File: src/rtl/pixel_write_arbiter_pkg.sv
// pixel_write_arbiter_pkg: shared state encoding and job field layout.
//   Job word (JOB_W bits): {colour[2:0], h_m1[7:0], w_m1[7:0], y[7:0], x[7:0]}
package pixel_write_arbiter_pkg;
    typedef enum logic {ST_IDLE = 1'b0, ST_DRAW = 1'b1} state_t;
    localparam int JOB_W = 35;
    localparam int X_LSB = 0;
    localparam int Y_LSB = 8;
    localparam int W_LSB = 16;
    localparam int H_LSB = 24;
    localparam int C_LSB = 32;
endpackage

File: src/rtl/pixel_write_arbiter_rr_arbiter.sv
// pixel_write_arbiter_rr_arbiter: round-robin picker over N requesters.
//   i_clk, i_resetn : clock, async active-low reset (pointer -> 0)
//   i_req           : request vector
//   i_advance       : move pointer past the current pick
//   o_gnt / o_idx   : combinational one-hot pick and its index
module pixel_write_arbiter_rr_arbiter #(
    parameter int N = 4
) (
    input  logic                 i_clk,
    input  logic                 i_resetn,
    input  logic [N-1:0]         i_req,
    input  logic                 i_advance,
    output logic [N-1:0]         o_gnt,
    output logic [$clog2(N)-1:0] o_idx
);
    localparam int PW = $clog2(N);
    logic [PW-1:0] r_ptr;
    logic          w_found;
    int            w_j;
    // Scan from the pointer upward, wrapping; first set bit wins.
    always_comb begin
        o_gnt   = '0;
        o_idx   = '0;
        w_found = 1'b0;
        w_j     = 0;
        for (int k = 0; k < N; k++) begin
            w_j = int'(r_ptr) + k;
            w_j = (w_j >= N) ? w_j - N : w_j;
            if (!w_found && i_req[w_j[PW-1:0]]) begin
                w_found            = 1'b1;
                o_gnt[w_j[PW-1:0]] = 1'b1;
                o_idx              = w_j[PW-1:0];
            end
        end
    end
    always_ff @(posedge i_clk or negedge i_resetn) begin
        if (!i_resetn)
            r_ptr <= '0;
        else if (i_advance)
            r_ptr <= (int'(o_idx) == N - 1) ? '0 : o_idx + 1'b1;
    end
endmodule

File: src/rtl/pixel_write_arbiter.sv
// pixel_write_arbiter: round-robin share of the VGA write port; rasterises
// the granted filled-rectangle job one pixel per clock with screen clipping.
//   i_clk, i_resetn   : clock, async active-low reset
//   i_req, i_job      : per-requester level request and packed job
//   o_gnt, o_done     : one-cycle one-hot grant / completion pulses
//   o_busy            : high from the grant cycle through the done cycle
//   o_vga_*           : pixel column/row/colour and write enable
module pixel_write_arbiter
    import pixel_write_arbiter_pkg::*;
#(
    parameter int NUM_REQ  = 4,
    parameter int SCREEN_W = 160,
    parameter int SCREEN_H = 120
) (
    input  logic                     i_clk,
    input  logic                     i_resetn,
    input  logic [NUM_REQ-1:0]       i_req,
    input  logic [NUM_REQ*JOB_W-1:0] i_job,
    output logic [NUM_REQ-1:0]       o_gnt,
    output logic [NUM_REQ-1:0]       o_done,
    output logic                     o_busy,
    output logic [7:0]               o_vga_x,
    output logic [7:0]               o_vga_y,
    output logic [2:0]               o_vga_colour,
    output logic                     o_vga_plot
);
    localparam int         PW    = $clog2(NUM_REQ);
    localparam logic [8:0] LIM_X = 9'(SCREEN_W);
    localparam logic [8:0] LIM_Y = 9'(SCREEN_H);
    state_t               r_state;
    logic [7:0]           r_x, r_y, r_w, r_h, r_col, r_row;
    logic [2:0]           r_colour;
    logic [NUM_REQ-1:0]   r_owner;
    logic [NUM_REQ-1:0]   w_gnt;
    logic [PW-1:0]        w_idx;
    logic [JOB_W-1:0]     w_sel;
    logic [8:0]           w_px, w_py;
    logic                 w_advance, w_last, w_eol;
    assign w_advance = (r_state == ST_IDLE) && |i_req;
    assign w_sel     = i_job[int'(w_idx)*JOB_W +: JOB_W];
    // 9-bit sums so off-screen pixels are detected rather than wrapped.
    assign w_px      = {1'b0, r_x} + {1'b0, r_col};
    assign w_py      = {1'b0, r_y} + {1'b0, r_row};
    assign w_eol     = r_col == r_w;
    assign w_last    = w_eol && (r_row == r_h);
    pixel_write_arbiter_rr_arbiter #(.N(NUM_REQ)) u_rr (
        .i_clk    (i_clk),
        .i_resetn (i_resetn),
        .i_req    (i_req),
        .i_advance(w_advance),
        .o_gnt    (w_gnt),
        .o_idx    (w_idx)
    );
    // DRAW with done already showing is the final cycle: it only returns
    // to IDLE, which yields the one-cycle bubble between jobs.
    always_ff @(posedge i_clk or negedge i_resetn) begin
        if (!i_resetn) begin
            r_state      <= ST_IDLE;
            r_x          <= '0;
            r_y          <= '0;
            r_w          <= '0;
            r_h          <= '0;
            r_col        <= '0;
            r_row        <= '0;
            r_colour     <= '0;
            r_owner      <= '0;
            o_gnt        <= '0;
            o_done       <= '0;
            o_busy       <= 1'b0;
            o_vga_x      <= '0;
            o_vga_y      <= '0;
            o_vga_colour <= '0;
            o_vga_plot   <= 1'b0;
        end else begin
            o_gnt      <= '0;
            o_done     <= '0;
            o_vga_plot <= 1'b0;
            if (r_state == ST_IDLE) begin
                o_busy <= w_advance;
                if (w_advance) begin
                    r_state  <= ST_DRAW;
                    o_gnt    <= w_gnt;
                    r_owner  <= w_gnt;
                    r_x      <= w_sel[X_LSB +: 8];
                    r_y      <= w_sel[Y_LSB +: 8];
                    r_w      <= w_sel[W_LSB +: 8];
                    r_h      <= w_sel[H_LSB +: 8];
                    r_colour <= w_sel[C_LSB +: 3];
                    r_col    <= '0;
                    r_row    <= '0;
                end
            end else if (|o_done) begin
                r_state <= ST_IDLE;
                o_busy  <= 1'b0;
            end else begin
                o_vga_x      <= w_px[7:0];
                o_vga_y      <= w_py[7:0];
                o_vga_colour <= r_colour;
                o_vga_plot   <= (w_px < LIM_X) && (w_py < LIM_Y);
                o_done       <= w_last ? r_owner : '0;
                r_col        <= w_eol ? 8'd0 : r_col + 8'd1;
                r_row        <= w_eol ? r_row + 8'd1 : r_row;
            end
        end
    end
endmodule
File: config.mk
export PLATFORM = sky130hd
export DESIGN_NAME = pixel_write_arbiter
export DESIGN_NICKNAME = d
export VERILOG_FILES = /design/src/rtl/pixel_write_arbiter_pkg.sv /design/src/rtl/pixel_write_arbiter_rr_arbiter.sv /design/src/rtl/pixel_write_arbiter.sv
export SDC_FILE = /design/constraint.sdc
export NUM_CORES = 1
export LEC_CHECK = 0
export ABC_AREA = 1
export CORE_MARGIN = 2
export CORE_UTILIZATION = 30
export DETAILED_ROUTE_END_ITERATION = 6
export GPL_TIMING_DRIVEN = 0
export PLACE_DENSITY = 0.5
export SLEW_MARGIN = 15
export SYNTH_ARGS = -nofsm -noshare
export SYNTH_HDL_FRONTEND = slang
export SYNTH_SLANG_ARGS = --single-unit
File: constraint.sdc
create_clock -name i_clk -period 5.83 [get_ports i_clk]
set_input_delay 1.749 -clock i_clk [delete_from_list [all_inputs] [get_ports i_clk]]
set_output_delay 1.749 -clock i_clk [all_outputs]
set_load 0.005 [all_outputs]
== Yosys cells after proc, flatten, opt, wreduce, memory -nomap -nowiden ==
Index checks and enable logic that the tools add are counted.
Widths: inputs -> output; s select.

* Add/sub/neg operators: 12
* $mul: 1
* Div/mod/pow operators: 0
* Order comparisons: 14
* Eq/ne operators: 6
* Shifts and indexed selects: 1
* Multiplexer cells: 51
* Bitwise operators: 5
* Reduce and logical (&&, ||, !) cells: 20

{| class="wikitable"
|+ Operators with widths
! cell !! number
|-
| $shiftx 140x9->35 || 1
|-
| $mux 8 || 7
|-
| $mux 4 || 9
|-
| $add 8x8->9 || 2
|-
| $mux 1 || 18
|-
| $mux 2 || 9
|-
| $add 8x1->8 const B || 2
|-
| $eq 8x8->1 || 2
|-
| $lt 2x3->1 const B || 4
|-
| $or 4x4->4 || 3
|-
| $logic_and 1x1->1 || 10
|-
| $ge 3x3->1 const B || 3
|-
| $lt 9x7->1 const B || 1
|-
| $lt 9x8->1 const B || 1
|-
| $bmux 1 s2 || 4
|-
| $demux 1 s2 || 4
|-
| $ge 2x1->1 const B || 4
|-
| $mul 2x6->8 const B || 1
|-
| $reduce_or 4->1 || 2
|-
| $sub 2x1->2 const B || 4
|-
| $add 2x2->3 const B || 2
|-
| $reduce_and 2->1 || 3
|-
| $ne 2x1->1 const B || 2
|-
| $add 2x1->3 const B || 1
|-
| 8 further kinds || 11
|}

* Register bits: 87
* Bits in latches: 0
* Bits in writable memories: 0
* Memory bits (read-only): 0
* Input bits: 146
* Output and inout port bits: 29
* Logic and storage cells: 127
* Memories: 0

== Depth between registers and ports, before layout ==
Gate-level depths: netlist of run 1.

* Depth after elaboration: 16
* Gate-level depth with buffers: 15
* Mapped depth without buffers: 14

== Modules after synthesis ==
From an unflattened synthesis of run 1, not the netlist that was laid out.

* Cell total of the unflattened synthesis: 836
* Area, all modules: 5869.4 um^2

{| class="wikitable"
|+ Modules (own cells, without submodules)
! module !! times used !! cells each !! area each (um^2) !! seq. area each (um^2)
|-
| pixel_write_arbiter || 1 || 752 || 5340.1 || 2127.0
|-
| pixel_write_arbiter_rr_arbiter || 1 || 84 || 529.3 || 50.0
|}

== Least setup slack after synthesis of run 1 ==
Ideal clock, no wire load.

* Path type: input-to-reg
* Start point: in i_req[3]
* End point: reg r_colour[2]
* Library setup time: 117 ps
* Data arrival time: 2911 ps
* Required time: 5713 ps
* Slack: 2802 ps
* Stages: 13
* Path buffers: 1
* Path through: inv_1 > nand2_1 > nand3_2 > nand2_4 > nor2_4 > nand4_1 > nand2_4 > inv_4 > buf_4 > nand3_1 > nand2_1 > nand2_1 > nand2_1

* Word-level cells in the longest chain between the ends: 14
* Elaborated cells on any way between the ends: 26
* Those cells by class: mul (1); shift (1); mux (15); reduce/logical (9)

{| class="wikitable"
|+ Ends and longest elaborated chain
! element !! line !! source
|-
| from (decl) || pixel_write_arbiter.sv:17 || <nowiki>input logic [NUM_REQ-1:0] i_req,</nowiki>
|-
| $bmux 1 s2 || pixel_write_arbiter_rr_arbiter.sv:29 || <nowiki>if (!w_found && i_req[w_j[PW-1:0]]) begin</nowiki>
|-
| $mux 1 (not written as such) || pixel_write_arbiter_rr_arbiter.sv:29 ||
|-
| $mux 1 || pixel_write_arbiter_rr_arbiter.sv:29 ||
|-
| $logic_not 1->1 || pixel_write_arbiter_rr_arbiter.sv:29 ||
|-
| $logic_and 1x1->1 || pixel_write_arbiter_rr_arbiter.sv:29 ||
|-
| $mux 1 || pixel_write_arbiter_rr_arbiter.sv:29 ||
|-
| $logic_not 1->1 || pixel_write_arbiter_rr_arbiter.sv:29 ||
|-
| $logic_and 1x1->1 || pixel_write_arbiter_rr_arbiter.sv:29 ||
|-
| $mux 1 || pixel_write_arbiter_rr_arbiter.sv:29 ||
|-
| $logic_not 1->1 || pixel_write_arbiter_rr_arbiter.sv:29 ||
|-
| $logic_and 1x1->1 || pixel_write_arbiter_rr_arbiter.sv:29 ||
|-
| $mux 2 || pixel_write_arbiter_rr_arbiter.sv:29 ||
|-
| $mul 2x6->8 || pixel_write_arbiter.sv:40 || <nowiki>assign w_sel = i_job[int'(w_idx)*JOB_W +: JOB_W];</nowiki>
|-
| $shiftx 140x9->35 || pixel_write_arbiter.sv:40 ||
|-
| to (signal assigned) || pixel_write_arbiter.sv:88 || <nowiki>r_colour <= w_sel[C_LSB +: 3];</nowiki>
|-
| to (decl) || pixel_write_arbiter.sv:32 || <nowiki>logic [2:0] r_colour;</nowiki>
|}

Parallel ways exist; a longest one is shown, timed or not. The select of a mux whose other input is x is not followed.
A chain may end at the register's enable or synchronous reset.

== Worst setup path after layout of run 1 ==
Ends and elaborated chain as after synthesis.

==> impl_summary.log, run 1 <==
INFO  metric status = completed
INFO  metric placement.io_buffers = 174
INFO  metric crit_path_end_kind = flop
INFO  metric synth_enable_flop_cells = 0
INFO  metric crit_arrival = 3.97 ns
INFO  metric timing.critical_path.slowest_cell_delay = 0.48 ns
INFO  metric cts_sinks = 87
INFO  metric detailroute.via_count = 6,466
INFO  metric drc = 0
INFO  metric reg_to_reg_critical_path_endpoint = r_w[3]
INFO  metric grt_pass1_wl = 32.3 mm
INFO  metric cap_viol_max_count = 0
INFO  metric rrSetupSlack = 2.95 ns
INFO  metric ir_drop = 0.221 mV
INFO  metric cts.repair_timing.setup_buffer_count = 0
INFO  metric hold_path_depth = 2
INFO  metric detail_route.wirelength = 20.4 mm
INFO  metric routed_wire_length_per_instance = 14.0 µm
INFO  metric globalRouteTotalUtil = 18.1%
INFO  metric dp_hpwl = 16.7 mm
INFO  metric synth_cells = 988
INFO  metric final.fill_count = 2,297
INFO  metric critical_path.startpoint_type = input pin
INFO  metric n_antenna_cell = 0
INFO  metric cell_internal_power = 0.00238 W
INFO  metric clock-skew-final = 0.00679 ns
INFO  metric critical-path-slowest-cell = clkdlybuf4s50_1
INFO  metric synth-seq-area-share = 33.7%
INFO  metric grt_start_max_net_pins = 52
INFO  metric synth.avg_cell_area = 6.54 µm²
INFO  metric finish.net_count = 1,348
INFO  metric cts_max_level = 3
INFO  metric synthesis.area = 6460 µm²
INFO  metric top_level_ports = 175
INFO  metric hold-worst-slack = 0.482 ns
INFO  metric via_count_of_the_first_global_routing_pass = 6,207
INFO  metric ys_warn_count = 0
INFO  metric design_power = 0.00478 W
INFO  metric power_frac_clock = 12.2%
INFO  metric path_cells = clkdlybuf4s50_1 -> inv_1 -> nand2_1 -> nand3_2 -> nand2_4 -> inv_2 -> nand2_2 -> nand2_1 -> nand2_2 -> nand2_2 -> buf_2 -> nand2_1 -> nand3_1 -> nand2_1 -> nand2_1 -> nand2_1
INFO  metric synth_async_sr_flop_share = 100%
INFO  metric 1st_pass_router_iterations = 4
INFO  metric final-seq-area = 2180 µm²
INFO  metric first_iter_violations = 271
INFO  metric multiInputGateArea = 3340 µm²
INFO  metric die_h = 151 µm
INFO  metric syn_nets = 1,162
INFO  metric core_area = 21,100 µm²
INFO  metric post_detailed_route_count_of_antenna_violating_nets = 0
INFO  metric postCtsResizedCells = 0
INFO  metric die_w = 151 µm
INFO  metric achievable-frequency = 271 MHz
INFO  metric timing.hold.worst.class = flop to flop
INFO  metric grt_remaining_overflow = 0
INFO  metric final_worst_path_period_need = 3.69 ns
INFO  metric cellLeakagePower = 4.78 nW
INFO  metric floorplan.initialDensity = 30.7%
INFO  metric logic_depth_of_the_worst_register_to_register_path = 15
INFO  metric final-max-slew-violation-count = 0
INFO  metric worst_pin_slew = 0.574 ns
INFO  metric required = 6.11 ns
INFO  metric timing.slew.headroom = 61.7%
INFO  metric clkSlewWorstSetupHoldPaths = 0.06 ns
INFO  metric fin_crit_sh = 63.3%
INFO  metric cts.root.buffer_cell = clkbuf_16
INFO  metric tritoncts.num_buffers = 9
INFO  metric switching_power_share_of_the_total = 50.2%
INFO  metric setup_repair_after_global_routing_missed_its_margin = no
INFO  metric synth_cell_types = 36
INFO  metric p_switching = 0.00240 W
INFO  metric pwr_density_cell = 539 nW/µm²
INFO  metric critical_path_class = input pin to flop
INFO  metric grt_antenna_before_repair = 0
INFO  metric synth_ff_type = dfrtp_1
INFO  metric mostFrequentLayoutCell = nand2_1
INFO  metric drt-vias-per-instance = 4.45
INFO  metric worstPathMaxFanout = 10
INFO  metric clock_path_buffers = 2
INFO  metric critical_path.most_common_cell = nand2_1
INFO  metric place.gp.congestion = 0.889
INFO  metric synthToLayoutAreaGrowth = 37.3%
INFO  metric num_rows = 53
INFO  metric postSynthRegisterBits = 87
INFO  metric die_area = 22,700 µm²
INFO  metric post_route_cells_drive_above_1_share = 5.34%
INFO  metric combPwrFrac = 64.6%
INFO  metric mostFrequentLayoutCells = nand2_1 (310), inv_1 (193), clkdlybuf4s50_1 (173), nand3_1 (167), dfrtp_1 (87)
INFO  metric source_to_sink_clock_delay_at_the_later_pin_of_the_worst_skew_pair = 0.34 ns
INFO  metric hold_viol_final = 0
INFO  metric endpoint_with_the_worst_hold_slack = o_vga_x[2]
INFO  metric cts_tree = yes
INFO  metric final-setup-viol-count = 0
INFO  metric pwr-share-seq = 23.2%
INFO  metric cts_hold_repair.buffers = 0
INFO  metric worstHoldStart = o_vga_x[2]
[power by group through the flow]
stage               combinational (W)  clock, W  sequential (W)
finish                        0.00309  0.000584         0.00111
floorplan                     0.00214         0         0.00103
CTS                           0.00312  0.000590         0.00111
detailed placement            0.00310         0         0.00112
global placement              0.00307         0         0.00112
global route                  0.00350  0.000624         0.00114
[worst max path at each step]
stage | slack (ns) | from | endpoint
3_5_place_dp | 1.79 | i_req[3] | r_colour[2]
6_report | 2.14 | i_req[3] | r_colour[2]
4_1_cts | 2.13 | i_req[3] | r_colour[2]
3_3_place_gp | -0.34 | i_resetn | r_y[5]
5_1_grt | 1.91 | i_req[2] | r_w[3]
2_1_floorplan | 2.80 | i_req[3] | r_colour[2]
[cell families (layout without fill, tap and decap cells)]
| kind of cell | Yosys count | count (layout) | share of synthesized area (%) |
|---|---|---|---|
| simple gates | 536 | 536 | 36.3 |
| buf+inv | 241 | 432 | 14.6 |
| flops | 87 | 87 | 33.7 |
| compound gates | 64 | 64 | 5.44 |
| xor+xnor | 32 | 32 | 4.34 |
| fa+ha+maj | 28 | 28 | 5.65 |
[area by class of cell]
type,count,area share (%)
clock buffer,9,2.54
timing repair buffer,175,19.9
buffer,41,2.14
multi-input combinational,660,37.7
tap,275,3.88
inverter,200,8.49
sequential,87,24.5
clock inverter,7,0.818
[metrics by stage]
step	cells	TNS, ns	util, %	worst slack [ns]	cell area (µm²)
floorplan	988	0	-	2.80	6460
global placement	1437	-28.74	40.5	-0.336	8550
detailed placement	1438	0	40.7	1.79	8570
CTS	1454	0	42.1	2.13	8870
global route	1454	0	42.1	1.91	8870
finish	1454	0	42.1	2.14	8870
[worst max-delay path: cells and delay by family]
kind,cells,cell delay (ns)
simple gates,12,1.38
buf+inv,4,0.83
[layer usage]
layer  vias up  wire, µm  global-route usage, %
met5         -         0                      0
met4         0       181                   3.13
met3        16      1470                   5.06
met1      2841      9790                   24.7
li1       3428         -                      -
met2       181      8950                   29.0
[flip-flops by register name, indices dropped and copies added (netlist names), named ones only]
name and cells:
o_vga_x 8, o_vga_y 8, r_col 8, r_h 8, r_row 8, r_w 8
r_x 8, r_y 8, o_done 4, o_gnt 4, r_owner 4, o_vga_colour 3
r_colour 3, o_busy 1, o_vga_plot 1, r_state 1, u_rr.r_ptr 1
[cells in the mapped netlist (2+ instances only)]
master / count / share of area [%]
nand2_1: 310 / 18
inv_1: 193 / 11
nand3_1: 167 / 13
dfrtp_1: 87 / 34
o21ai_0: 32 / 2.5
ha_1: 26 / 5.0
nor2_1: 23 / 1.3
xor2_1: 22 / 3.0
a21oi_1: 17 / 1.3
buf_2: 17 / 1.3
clkbuf_1: 12 / 0.70
nand4_1: 11 / 1.1
xnor2_1: 10 / 1.4
buf_1: 8 / 0.46
inv_2: 6 / 0.35
nor3_1: 6 / 0.46
o31ai_1: 5 / 0.58
or2_2: 5 / 0.48
buf_4: 4 / 0.46
nand2_2: 4 / 0.39
nand3_2: 3 / 0.46
fa_1: 2 / 0.62
nand2_4: 2 / 0.35
nor4_1: 2 / 0.19
o21ai_1: 2 / 0.15
o21bai_1: 2 / 0.23
(Power assumes the default switching activity.)
==> inputs of run 2 (changes only) <==
Settings changed: PLACE_DENSITY 0.5 to 0.52.
Clock period 5.83 ns to 3.25 ns, I/O delays scaled along.
==> run 2 against run 1 <==
Net effect:
- global-route usage is essentially flat
- combinational power is 77% higher
- via count up 0.80%
- die area unchanged
- sequential power is 79% higher
- clock power is 90% higher
- cell count decreased by 0.14%
- total power grew 80%
- sequential share of layout area shrank 0.062 points
- design area is 0.25% higher
- non-clock buffer count unchanged
- critical endpoint unchanged
- largest cell class unchanged
==> impl_summary.log, run 2 (synthesis gave the netlist of run 1 again) <==
INFO  metric status = completed
INFO  metric die_h = 151 µm (unchanged)
INFO  metric place.gp.congestion = 0.892 (+0.37%)
INFO  metric first_iter_violations = 316 (+17%)
INFO  metric final-seq-area = 2180 µm² (unchanged)
INFO  metric mostFrequentLayoutCells = nand2_1 (310), inv_1 (193), clkdlybuf4s50_1 (173), nand3_1 (167), dfrtp_1 (87)
INFO  metric globalRouteTotalUtil = 18.1% (about the same)
INFO  metric reg_to_reg_critical_path_endpoint = r_h[4]
INFO  metric cts_max_level = 3 (unchanged)
INFO  metric timing.slew.headroom = 59.2% (-2.5 points)
INFO  metric timing.hold.worst.class = flop to flop
INFO  metric fin_crit_sh = 88.4%
INFO  metric n_antenna_cell = 0 (unchanged)
INFO  metric die_area = 22,700 µm² (unchanged)
INFO  metric cap_viol_max_count = 0 (unchanged)
INFO  metric cts.repair_timing.setup_buffer_count = 0 (unchanged)
INFO  metric cts_hold_repair.buffers = 0 (unchanged)
INFO  metric tritoncts.num_buffers = 9 (unchanged)
INFO  metric logic_depth_of_the_worst_register_to_register_path = 15 (unchanged)
INFO  metric mostFrequentLayoutCell = nand2_1
INFO  metric dpl_cell_area = 8570 µm² (unchanged)
INFO  metric drc = 0 (unchanged)
INFO  metric detailroute.via_count = 6,518 (+0.80%)
INFO  metric post_detailed_route_count_of_antenna_violating_nets = 0 (unchanged)
INFO  metric grt_remaining_overflow = 0 (unchanged)
INFO  metric floorplan.initialDensity = 30.7% (unchanged)
INFO  metric timing.critical_path.slowest_cell_delay = 0.47 ns (about the same)
INFO  metric cts_tree = yes
INFO  metric drt-vias-per-instance = 4.49 (+0.94%)
INFO  metric final.fill_count = 2,270 (-1.2%)
INFO  metric routed_wire_length_per_instance = 13.6 µm (-2.7%)
INFO  metric critical_path.startpoint_type = input pin
INFO  metric crit_arrival = 3.15 ns (-0.82 ns)
INFO  metric die_w = 151 µm (unchanged)
INFO  metric achievable-frequency = 348 MHz
INFO  metric cts_sinks = 87 (unchanged)
INFO  metric via_count_of_the_first_global_routing_pass = 6,338 (+2.1%)
INFO  metric crit_path_end_kind = flop
INFO  metric final_worst_path_period_need = 2.87 ns
INFO  metric worst_slack_at_placement = 0.0299 ns (-1.76 ns)
INFO  metric source_to_sink_clock_delay_at_the_later_pin_of_the_worst_skew_pair = 0.34 ns (about the same)
INFO  metric core_area = 21,100 µm² (unchanged)
INFO  metric synthToLayoutAreaGrowth = 37.6%
INFO  metric clkSlewWorstSetupHoldPaths = 0.06 ns (about the same)
INFO  metric grt_pass1_wl = 32.5 mm (+0.53%)
INFO  metric placed_cells_incl_taps = 1,438 (unchanged)
INFO  metric worstHoldStart = r_colour[2]
INFO  metric design_power = 0.00858 W (+80%)
INFO  metric dp_hpwl = 16.4 mm (-1.7%)
INFO  metric grt_antenna_before_repair = 0 (unchanged)
INFO  metric finish.net_count = 1,348 (unchanged)
INFO  metric worst_pin_slew = 0.612 ns (+0.0378 ns)
INFO  metric cts.root.buffer_cell = clkbuf_16
INFO  metric cellLeakagePower = 4.79 nW (+0.25%)
INFO  metric critPathBufInv = 4 (unchanged)
INFO  metric crit-reg2reg-launch = u_rr.r_ptr[1]
INFO  metric 1st_pass_router_iterations = 5 (+1)
INFO  metric path_cells = clkdlybuf4s50_1 -> inv_1 -> nand2_1 -> nand3_2 -> nand2_4 -> inv_2 -> nand2_2 -> nand2_1 -> nand2_2 -> nand2_2 -> buf_4 -> nand2_1 -> nand3_1 -> nand2_1 -> nand2_1 -> nand2_1
INFO  metric postCtsResizedCells = 0 (unchanged)
INFO  metric clock_path_buffers = 2 (unchanged)
INFO  metric critical-path-slowest-cell = clkdlybuf4s50_1
INFO  metric required = 3.53 ns (-2.58 ns)
INFO  metric top_level_ports = 175 (unchanged)
INFO  metric clock-skew-final = 0.00612 ns (-0.000680 ns)
INFO  metric critical_path.most_common_cell = nand2_1
INFO  metric pwr_density_cell = 965 nW/µm² (+79%)
INFO  metric hold_path_depth = 2 (unchanged)
INFO  metric final-setup-viol-count = 0 (unchanged)
INFO  metric setup_repair_after_global_routing_missed_its_margin = no
INFO  metric grt_start_max_net_pins = 52 (unchanged)
INFO  metric postLayoutCellArea = 8890 µm² (+0.25%)
INFO  metric critical_path_class = input pin to flop
INFO  metric fin_cells = 1,452 (-0.14%)
INFO  metric placement.io_buffers = 174 (unchanged)
INFO  metric multiInputGateArea = 3340 µm² (unchanged)
INFO  metric detail_route.wirelength = 19.8 mm (-2.8%)
INFO  metric crit_family = simple AND/OR/NAND/NOR gates
INFO  metric post_route_cells_drive_above_1_share = 5.18% (-0.16 points)
INFO  metric final-max-slew-violation-count = 0 (unchanged)
INFO  metric rrSetupSlack = 0.42 ns (-2.53 ns)
INFO  metric setup_slack = 0.376 ns (-1.76 ns)
INFO  metric worstPathMaxFanout = 10 (unchanged)
INFO  metric num_rows = 53 (unchanged)
INFO  metric hold_viol_final = 0 (unchanged)
INFO  metric finish.utilization = 42.2% (+0.11 points)
INFO  metric endpoint_with_the_worst_hold_slack = r_colour[2]
INFO  metric ir_drop = 0.346 mV (+57%)
[run 2: power by group]
part | leakage (nW) | internal, W | switching, W
Clock | 0.154 | 0.000706 | 0.000404
Sequential | 1.09 | 0.00155 | 0.000436
Combinational | 3.55 | 0.00212 | 0.00336
Total | 4.79 | 0.00438 | 0.00420
[run 2: routing by layer]
metal / GRT usage, % / part of all wire [%] / wire length, µm / up-vias
met2: 28.5 / 44 / 8640 / 189
met3: 4.76 / 7.7 / 1520 / 18
met4: 4.67 / 1.4 / 272 / 0
met5: 0 / 0 / 0 / -
li1: - / - / - / 3421
met1: 24.6 / 47 / 9390 / 2890
[run 2: metrics by stage]
stage | TNS, ns | hold slack [ns]
after global routing | 0 | 0.499
after global placement | -183.05 | 0.467
final | 0 | 0.481
after detailed placement | 0 | 0.471
after CTS | 0 | 0.486
after floorplan | 0 | 0.442
[run 2: how the worst max path moves through the flow]
stage	startpoint	to	slack, ns	cells after the start
2_1_floorplan	i_req[3]	r_colour[2]	1.0	13
3_3_place_gp	i_resetn	r_x[0]	-2.11	1
3_5_place_dp	i_req[3]	r_w[4]	0.03	16
4_1_cts	i_req[3]	r_h[4]	0.37	16
5_1_grt	i_req[3]	r_h[4]	0.14	16
6_report	i_req[3]	r_colour[2]	0.38	16
[run 2: worst reg2reg max path, cell delays in order, from the launching register on]
cell and delay [ns]:
dfrtp_1 0.57, inv_1 0.22, ha_1 0.36, inv_1 0.13, nand3_1 0.09, o21ai_1 0.10, nand3_2 0.12, nand2_1 0.10
nand2_2 0.16, nand2_2 0.20, buf_2 0.25, nand2_1 0.10, nand3_1 0.09, nand2_1 0.08, nand2_1 0.09, nand2_1 0.05
[run 2: final cells by class]
type | count | share of cell area [%]
repair buffers | 175 | 19.9
clock buffers | 11 | 2.84
well taps | 275 | 3.87
flip-flops and latches | 87 | 24.5
inverters | 200 | 8.47
clock inverters | 3 | 0.760
plain buffers | 41 | 2.14
multi-input cells | 660 | 37.6
